--- config.mk ---
export PLATFORM = sky130hd
export DESIGN_NAME = rv32i_instr_decoder_flat
export DESIGN_NICKNAME = d
export VERILOG_FILES = /design/src/rtl/rv32i_instr_decoder_if.sv /design/src/rtl/rv32i_instr_decoder.sv /design/src/flat_wrapper.sv
export SDC_FILE = /design/constraint.sdc
export NUM_CORES = 1
export LEC_CHECK = 0
export CAP_MARGIN = 20
export CORE_MARGIN = 2
export CORE_UTILIZATION = 29
export DETAILED_ROUTE_END_ITERATION = 7
export GPL_ROUTABILITY_DRIVEN = 0
export PLACE_DENSITY_LB_ADDON = 0.08
export SLEW_MARGIN = 5
export SYNTH_ARGS = -nofsm -noshare
export SYNTH_HDL_FRONTEND = slang
export SYNTH_SLANG_ARGS = --single-unit
--- constraint.sdc ---
create_clock -name clk -period 1.61 [get_ports clk]
set_input_delay 0.322 -clock clk [delete_from_list [all_inputs] [get_ports clk]]
set_output_delay 0.322 -clock clk [all_outputs]
set_load 0.005 [all_outputs]
--- src/rtl/rv32i_instr_decoder_if.sv ---
// Decode bus between fetch/datapath and the RV32I main decoder.
// The master drives the instruction word; the slave returns the decoded view.
interface rv32i_instr_decoder_if #(parameter int XLEN = 32);
  logic [XLEN-1:0] instr;
  logic            instrValid;
  logic            isALUreg, regWrite, isJAL, isJALR, isBranch;
  logic            isLUI, isAUIPC, isALUimm, isLoad, isStore;
  logic            isIllegal, illegalSeen;
  logic [4:0]      rd, rs1, rs2;
  logic [2:0]      funct3;
  logic [6:0]      funct7;
  logic [XLEN-1:0] imm;

  modport master (
    output instr, instrValid,
    input  isALUreg, regWrite, isJAL, isJALR, isBranch, isLUI, isAUIPC,
           isALUimm, isLoad, isStore, isIllegal, illegalSeen,
           rd, rs1, rs2, funct3, funct7, imm
  );

  modport slave (
    input  instr, instrValid,
    output isALUreg, regWrite, isJAL, isJALR, isBranch, isLUI, isAUIPC,
           isALUimm, isLoad, isStore, isIllegal, illegalSeen,
           rd, rs1, rs2, funct3, funct7, imm
  );
endinterface

--- src/rtl/rv32i_instr_decoder.sv ---
// RV32I main decoder: combinational class flags, fields and immediate,
// plus a sticky illegal-opcode status bit for debug.
module rv32i_instr_decoder #(
  parameter int XLEN = 32
) (
  input logic             clk,
  input logic             reset,
  rv32i_instr_decoder_if.slave dec
);
  localparam logic [6:0] OP_REG   = 7'b0110011;
  localparam logic [6:0] OP_IMM   = 7'b0010011;
  localparam logic [6:0] OP_LOAD  = 7'b0000011;
  localparam logic [6:0] OP_STORE = 7'b0100011;
  localparam logic [6:0] OP_BR    = 7'b1100011;
  localparam logic [6:0] OP_JAL   = 7'b1101111;
  localparam logic [6:0] OP_JALR  = 7'b1100111;
  localparam logic [6:0] OP_LUI   = 7'b0110111;
  localparam logic [6:0] OP_AUIPC = 7'b0010111;

  logic [31:0]     ins;
  logic [XLEN-1:0] imm_d;
  logic            illegal_d;
  logic            illegal_seen_d, illegal_seen_q;

  assign ins = dec.instr;

  always_comb begin
    dec.isALUreg = 1'b0;
    dec.isALUimm = 1'b0;
    dec.isLoad   = 1'b0;
    dec.isStore  = 1'b0;
    dec.isBranch = 1'b0;
    dec.isJAL    = 1'b0;
    dec.isJALR   = 1'b0;
    dec.isLUI    = 1'b0;
    dec.isAUIPC  = 1'b0;
    illegal_d    = 1'b0;
    imm_d        = '0;
    // Full 7-bit match only; FENCE/SYSTEM fall through to illegal.
    unique case (ins[6:0])
      OP_REG:   dec.isALUreg = 1'b1;
      OP_IMM: begin
        dec.isALUimm = 1'b1;
        imm_d = {{20{ins[31]}}, ins[31:20]};
      end
      OP_LOAD: begin
        dec.isLoad = 1'b1;
        imm_d = {{20{ins[31]}}, ins[31:20]};
      end
      OP_JALR: begin
        dec.isJALR = 1'b1;
        imm_d = {{20{ins[31]}}, ins[31:20]};
      end
      OP_STORE: begin
        dec.isStore = 1'b1;
        imm_d = {{20{ins[31]}}, ins[31:25], ins[11:7]};
      end
      OP_BR: begin
        dec.isBranch = 1'b1;
        imm_d = {{19{ins[31]}}, ins[31], ins[7], ins[30:25], ins[11:8], 1'b0};
      end
      OP_LUI: begin
        dec.isLUI = 1'b1;
        imm_d = {ins[31:12], 12'b0};
      end
      OP_AUIPC: begin
        dec.isAUIPC = 1'b1;
        imm_d = {ins[31:12], 12'b0};
      end
      OP_JAL: begin
        dec.isJAL = 1'b1;
        imm_d = {{11{ins[31]}}, ins[31], ins[19:12], ins[20], ins[30:21], 1'b0};
      end
      default:  illegal_d = 1'b1;
    endcase
  end

  // rd is written by everything legal except branches and stores, even for x0.
  assign dec.regWrite  = ~illegal_d & ~dec.isBranch & ~dec.isStore;
  assign dec.isIllegal = illegal_d;
  assign dec.imm       = imm_d;
  assign dec.rd        = ins[11:7];
  assign dec.rs1       = ins[19:15];
  assign dec.rs2       = ins[24:20];
  assign dec.funct3    = ins[14:12];
  assign dec.funct7    = ins[31:25];

  always_comb begin
    illegal_seen_d = illegal_seen_q;
    if (dec.instrValid && illegal_d) illegal_seen_d = 1'b1;
  end

  always_ff @(posedge clk) begin
    if (reset) illegal_seen_q <= 1'b0;
    else       illegal_seen_q <= illegal_seen_d;
  end

  assign dec.illegalSeen = illegal_seen_q;
endmodule

--- src/flat_wrapper.sv ---
// flat-port wrapper written by rule: the top's interface ports become plain ports
module rv32i_instr_decoder_flat 
#(
  parameter int XLEN = 32
)
  (clk, reset, dec_instr, dec_instrValid, dec_isALUreg, dec_regWrite, dec_isJAL, dec_isJALR, dec_isBranch, dec_isLUI, dec_isAUIPC, dec_isALUimm, dec_isLoad, dec_isStore, dec_isIllegal, dec_illegalSeen, dec_rd, dec_rs1, dec_rs2, dec_funct3, dec_funct7, dec_imm);
  rv32i_instr_decoder_if #(.XLEN(XLEN)) dec_i ();
  input logic clk;
  input logic reset;
  input wire logic [$bits(dec_i.instr)-1:0] dec_instr;
  input wire logic [$bits(dec_i.instrValid)-1:0] dec_instrValid;
  output wire logic [$bits(dec_i.isALUreg)-1:0] dec_isALUreg;
  output wire logic [$bits(dec_i.regWrite)-1:0] dec_regWrite;
  output wire logic [$bits(dec_i.isJAL)-1:0] dec_isJAL;
  output wire logic [$bits(dec_i.isJALR)-1:0] dec_isJALR;
  output wire logic [$bits(dec_i.isBranch)-1:0] dec_isBranch;
  output wire logic [$bits(dec_i.isLUI)-1:0] dec_isLUI;
  output wire logic [$bits(dec_i.isAUIPC)-1:0] dec_isAUIPC;
  output wire logic [$bits(dec_i.isALUimm)-1:0] dec_isALUimm;
  output wire logic [$bits(dec_i.isLoad)-1:0] dec_isLoad;
  output wire logic [$bits(dec_i.isStore)-1:0] dec_isStore;
  output wire logic [$bits(dec_i.isIllegal)-1:0] dec_isIllegal;
  output wire logic [$bits(dec_i.illegalSeen)-1:0] dec_illegalSeen;
  output wire logic [$bits(dec_i.rd)-1:0] dec_rd;
  output wire logic [$bits(dec_i.rs1)-1:0] dec_rs1;
  output wire logic [$bits(dec_i.rs2)-1:0] dec_rs2;
  output wire logic [$bits(dec_i.funct3)-1:0] dec_funct3;
  output wire logic [$bits(dec_i.funct7)-1:0] dec_funct7;
  output wire logic [$bits(dec_i.imm)-1:0] dec_imm;
  assign dec_i.instr = dec_instr;
  assign dec_i.instrValid = dec_instrValid;
  assign dec_isALUreg = dec_i.isALUreg;
  assign dec_regWrite = dec_i.regWrite;
  assign dec_isJAL = dec_i.isJAL;
  assign dec_isJALR = dec_i.isJALR;
  assign dec_isBranch = dec_i.isBranch;
  assign dec_isLUI = dec_i.isLUI;
  assign dec_isAUIPC = dec_i.isAUIPC;
  assign dec_isALUimm = dec_i.isALUimm;
  assign dec_isLoad = dec_i.isLoad;
  assign dec_isStore = dec_i.isStore;
  assign dec_isIllegal = dec_i.isIllegal;
  assign dec_illegalSeen = dec_i.illegalSeen;
  assign dec_rd = dec_i.rd;
  assign dec_rs1 = dec_i.rs1;
  assign dec_rs2 = dec_i.rs2;
  assign dec_funct3 = dec_i.funct3;
  assign dec_funct7 = dec_i.funct7;
  assign dec_imm = dec_i.imm;
  rv32i_instr_decoder #(.XLEN(XLEN)) u_core (.clk(clk), .reset(reset), .dec(dec_i));
endmodule
**Word-level counts from Yosys, hierarchy flattened**

Cells that the tools add are included.

- Flip-flop bits (word level): 1
- Latch bits: 0
- RAM bits: 0
- ROM bits: 0
- Input bits: 35
- Output and inout port bits: 69
- Logic and storage cells: 29
- Memories: 0

- Add/subtract/negate cells: 0
- $mul: 0
- Div/mod/pow operators: 0
- Order comparisons: 0
- Eq/ne operators: 9
- Shift-type cells: 0
- Mux-type cells: 11
- Bitwise operators: 4
- Reduce and logical (&&, ||, !) cells: 4

Operators by type and width:

| kind | count |
|---|---|
| 32-bit case mux with 5 select lines | 1 |
| 7-bit by 6-bit == test with 1-bit output (second input constant) | 3 |
| 7-bit == test (second input constant) | 3 |
| 7-bit by 5-bit == test with 1-bit output (second input constant) | 2 |
| 1-bit 2-to-1 mux | 10 |
| 9-bit OR reduction | 1 |
| 7-bit by 2-bit == test with 1-bit output (second input constant) | 1 |
| 3-bit OR reduction | 1 |
| 1-bit bitwise AND | 2 |
| 1-bit NOT | 2 |
| 2-bit OR reduction | 1 |
| 1-bit logical AND | 1 |

**Logic depth before layout (Yosys ltp)**

- Depth after elaboration: 5
- Gate-level depth with buffers: 6
- Mapped depth without buffers: 3

**Least setup slack after synthesis**

No wires, ideal clock.

- Path type: input -> output
- Start point: input dec_instr[3]
- End point: output dec_imm[21]
- Arrival time: 1.226 ns
- Required time: 1.288 ns
- Slack: 0.062 ns
- Stages: 5
- Path buffers: 2
- Path through: buf_4 -> and4bb_4 -> a22oi_4 -> buf_6 -> o211ai_1

- Longest elaborated chain between the ends: 3
- Elaborated cells between the ends (all ways): 11
- Classes of those cells: eq/ne: 8; mux: 1; reduce/logical: 2

RTL lines:

| what | line | text |
|---|---|---|
| from (decl) | flat_wrapper.sv:10 | `input wire logic [$bits(dec_i.instr)-1:0] dec_instr;` |
| 7-bit by 5-bit == test with 1-bit output (tied with other cells) | rv32i_instr_decoder.sv:40 | `unique case (ins[6:0])` |
| 3-bit OR reduction (no source line) or 2-bit OR reduction (tied branches) | n/a |  |
| 32-bit case mux with 5 select lines * | rv32i_instr_decoder.sv:40 |  |
| to (decl) | flat_wrapper.sv:29 | `output wire logic [$bits(dec_i.imm)-1:0] dec_imm;` |

Every way passes the cells marked *; elsewhere a longest branch is shown, timed or not.

**Final worst setup path**

- Start point: input dec_instr[3]
- End point: output dec_imm[25]

Same word-level chain as after synthesis.

==> flow_summary.json <==
{
  "synthSimpleGateAreaFrac": 0.317,
  "firstDrtPassIters": 4,
  "cp_max_fo": 9,
  "post-route-min-period_ns": 1.76,
  "p_leak_nw": 1.15,
  "synth_edf_count": 0,
  "critical_path_class": "in2out",
  "fin_skew_ns": 0,
  "start_util": 0.312,
  "crit_path_top_delay_cell": "and4bb_4",
  "stdcell_count": 293,
  "drc": 0,
  "reg2reg_slack_ns": 1.05,
  "fin_worst_hold_slack_ns": 0.466,
  "ys_warn_count": 0,
  "holdPathEnd": "u_core.dec.illegalSeen$_SDFFE_PP0P_",
  "core.rowCount": 20,
  "multi_input_area_um2": 776,
  "synth_top_area_frac": 0.217,
  "yosysMostFrequentCell": "buf_4",
  "synth-compound-area-share": 0.355,
  "hpwl_um": 3150,
  "synthXorXnorAreaFrac": 0,
  "power.total_mw": 0.423,
  "setup_viol": 31,
  "worstReg2RegStart": "u_core.dec.illegalSeen$_SDFFE_PP0P_",
  "violations": "setup timing",
  "clock_latency_ns": 0,
  "pin_count": 104,
  "final_design_area_no_fill_um2": 2160,
  "place_area_um2": 2030,
  "irDropWorstVdd_uv": 211,
  "diodes": 0,
  "start_kind": "primary input",
  "dp_cells": 279,
  "synth_adder_area_share": 0,
  "critPathRequiredTime_ns": 1.29,
  "tightest_slew_ns": 0.357,
  "whs_path_depth": 2,
  "synthFlopType": "dfxtp_1",
  "finalHoldViolations": 0,
  "clkSlewWorstSetupHoldPaths_ns": 0,
  "hp-class": "reg2reg",
  "path_cells": "buf_8, and4bb_4, buf_6, a22oi_4, buf_12, o211ai_1, buf_2",
  "syn_inst": 141,
  "die_w_um": 61.8,
  "netlist_top_cells_count": "28 x buf_4, 16 x nand3_1, 12 x o211ai_1, 9 x nor2_1, 8 x a21o_1",
  "seq_area_um2": 20.0,
  "netlist_area_um2": 968,
  "core_region_area_um2": 3100,
  "rsz0062_at_grt": "true",
  "grt_pass1_wl_um": 5950,
  "n_fill_cell": 296,
  "min-delay-start": "u_core.dec.illegalSeen$_SDFFE_PP0P_",
  "vias": 1455,
  "timing.final.max_slew_violations": 0,
  "nNetsFinal": 286,
  "drt-total-wl_um": 4110,
  "reg2regPathDepth": 2,
  "synth_mux_area_frac": 0.0103,
  "grt_max_degree": 19,
  "vias_per_cell": 4.97,
  "synth_area_per_cell_um2": 6.87,
  "cp.arrival_ns": 1.44,
  "rr_endpoint": "u_core.dec.illegalSeen$_SDFFE_PP0P_",
  "cp-end-kind": "primary output",
  "syn_to_final_growth_pct": 123,
  "die_h_um": 61.8,
  "syn_nets": 176,
  "fin_crit_sh": 1.10,
  "seq_area_frac_synth": 0.0207,
  "grt_pass1_vias": 1319,
  "synth.distinct_cells": 38,
  "synth_top_area_cell": "buf_4",
  "clock.fmax_mhz": 567,
  "power_density_nw_per_um2": 196,
  "slew_headroom": 0.762,
  "cap_viol_max_count": 0,
  "synth.area.top_cells": "buf_4 22%, o211ai_1 9.3%, nand3_1 8.3%, a21o_1 6.2%, a21boi_0 5.4%",
  "status": "complete, but fails checks",
  "synth_top_family_by_area": "compound AO/OA/AOI/OAI gates",
  "grt-ovfl-total": 0,
  "setup_slack_ns": -0.154,
  "route.antenna.remaining_nets": 0,
  "drive_gt1_frac": 0.466,
  "largest_reg_flops": 1,
  "dieArea_um2": 3820,
  "drt-initial-drc-count": 57,
  "critical_path.max_stage_delay_ns": 0.36,
  "wl_per_cell_um": 14.0,
  "hold_buffers": 0,
  "async_flop_share": 0,
  "antenna_found_initial": 0,
  "ys_ff_latch": 1,
  "grt.total_usage": 0.198,
  "port_buffers": 103
}
[per-layer routing]
| layer | vias to the layer above | track usage | part of all wire |
|---|---|---|---|
| met3 | 0 | 0.0145 | 0.080 |
| met5 | - | 0 | 0 |
| met4 | 0 | 0.0152 | 0 |
| li1 | 721 | - | - |
| met1 | 674 | 0.238 | 0.39 |
| met2 | 60 | 0.392 | 0.53 |
[worst max-delay path by stage]
stage	start	end	slack, ns
global route	dec_instr[3]	dec_imm[23]	-0.20
detailed placement	dec_instr[4]	dec_imm[7]	-1.01
finish	dec_instr[3]	dec_imm[25]	-0.15
global placement	dec_instr[4]	dec_imm[0]	-0.91
CTS	dec_instr[3]	dec_imm[21]	-0.15
floorplan	dec_instr[3]	dec_imm[21]	0.06
[through the flow]
stage / setup WS (ns) / setup TNS, ns / util
after CTS: -0.146 / -2.35 / 0.665
final: -0.154 / -3.11 / 0.696
after detailed placement: -1.01 / -40.02 / 0.655
after global placement: -0.906 / -37.41 / 0.655
after global routing: -0.202 / -4.51 / 0.696
after floorplan: 0.0622 / 0 / -
[report_power, final]
| group | switching [mW] | leakage, nW | internal, mW |
|---|---|---|---|
| clock | 0 | 0 | 0 |
| combinational | 0.153 | 1.14 | 0.241 |
| sequential | 0.00139 | 0.00841 | 0.0279 |
| total | 0.155 | 1.15 | 0.269 |
[critical path, delay by kind of cell]
kind	cells	cell delay, ns
AND/OR/NAND/NOR	1	0.36
buffers and inverters	4	0.51
AO/OA/AOI/OAI	2	0.25
[cell families (layout without fill, tap and decap cells)]
| family | after synthesis | in the layout |
|---|---|---|
| AO/OA/AOI/OAI | 42 | 42 |
| buffers and inverters | 43 | 151 |
| flip-flops | 1 | 1 |
| multiplexers | 1 | 1 |
| AND/OR/NAND/NOR | 54 | 54 |
[area by class of cell]
| cell class | count | share of cell area |
|---|---|---|
| repair buffers | 147 | 0.599 |
| multi-input cells | 97 | 0.359 |
| well taps | 44 | 0.0255 |
| flip-flops and latches | 1 | 0.00927 |
| inverters | 4 | 0.00695 |
[placed cells by master (no fill, tap or decap), drive strengths merged, types with 2 or more instances in the layout]
cell type      count
and3               3
nand2              7
dlygate4sd2       26
and2               2
buf               88
nor2b              2
nand3             16
clkdlybuf4s15      3
nand2b             2
o211ai            12
a21boi             7
inv                4
and3b              2
clkdlybuf4s50     27
nand4              2
a21o               8
nor2               9
clkbuf             2
nor3               2
a21oi              2
a22o               5
[repair_timing]
action / CTS / global route
buffers inserted: 11 / 3
pin swaps: 22 / 11
gates cloned: 1 / 1
resized for setup: 270 / 17
endpoints found under the setup margin: 69 / 39
No activity file was read; power rests on OpenSTA's default activity.
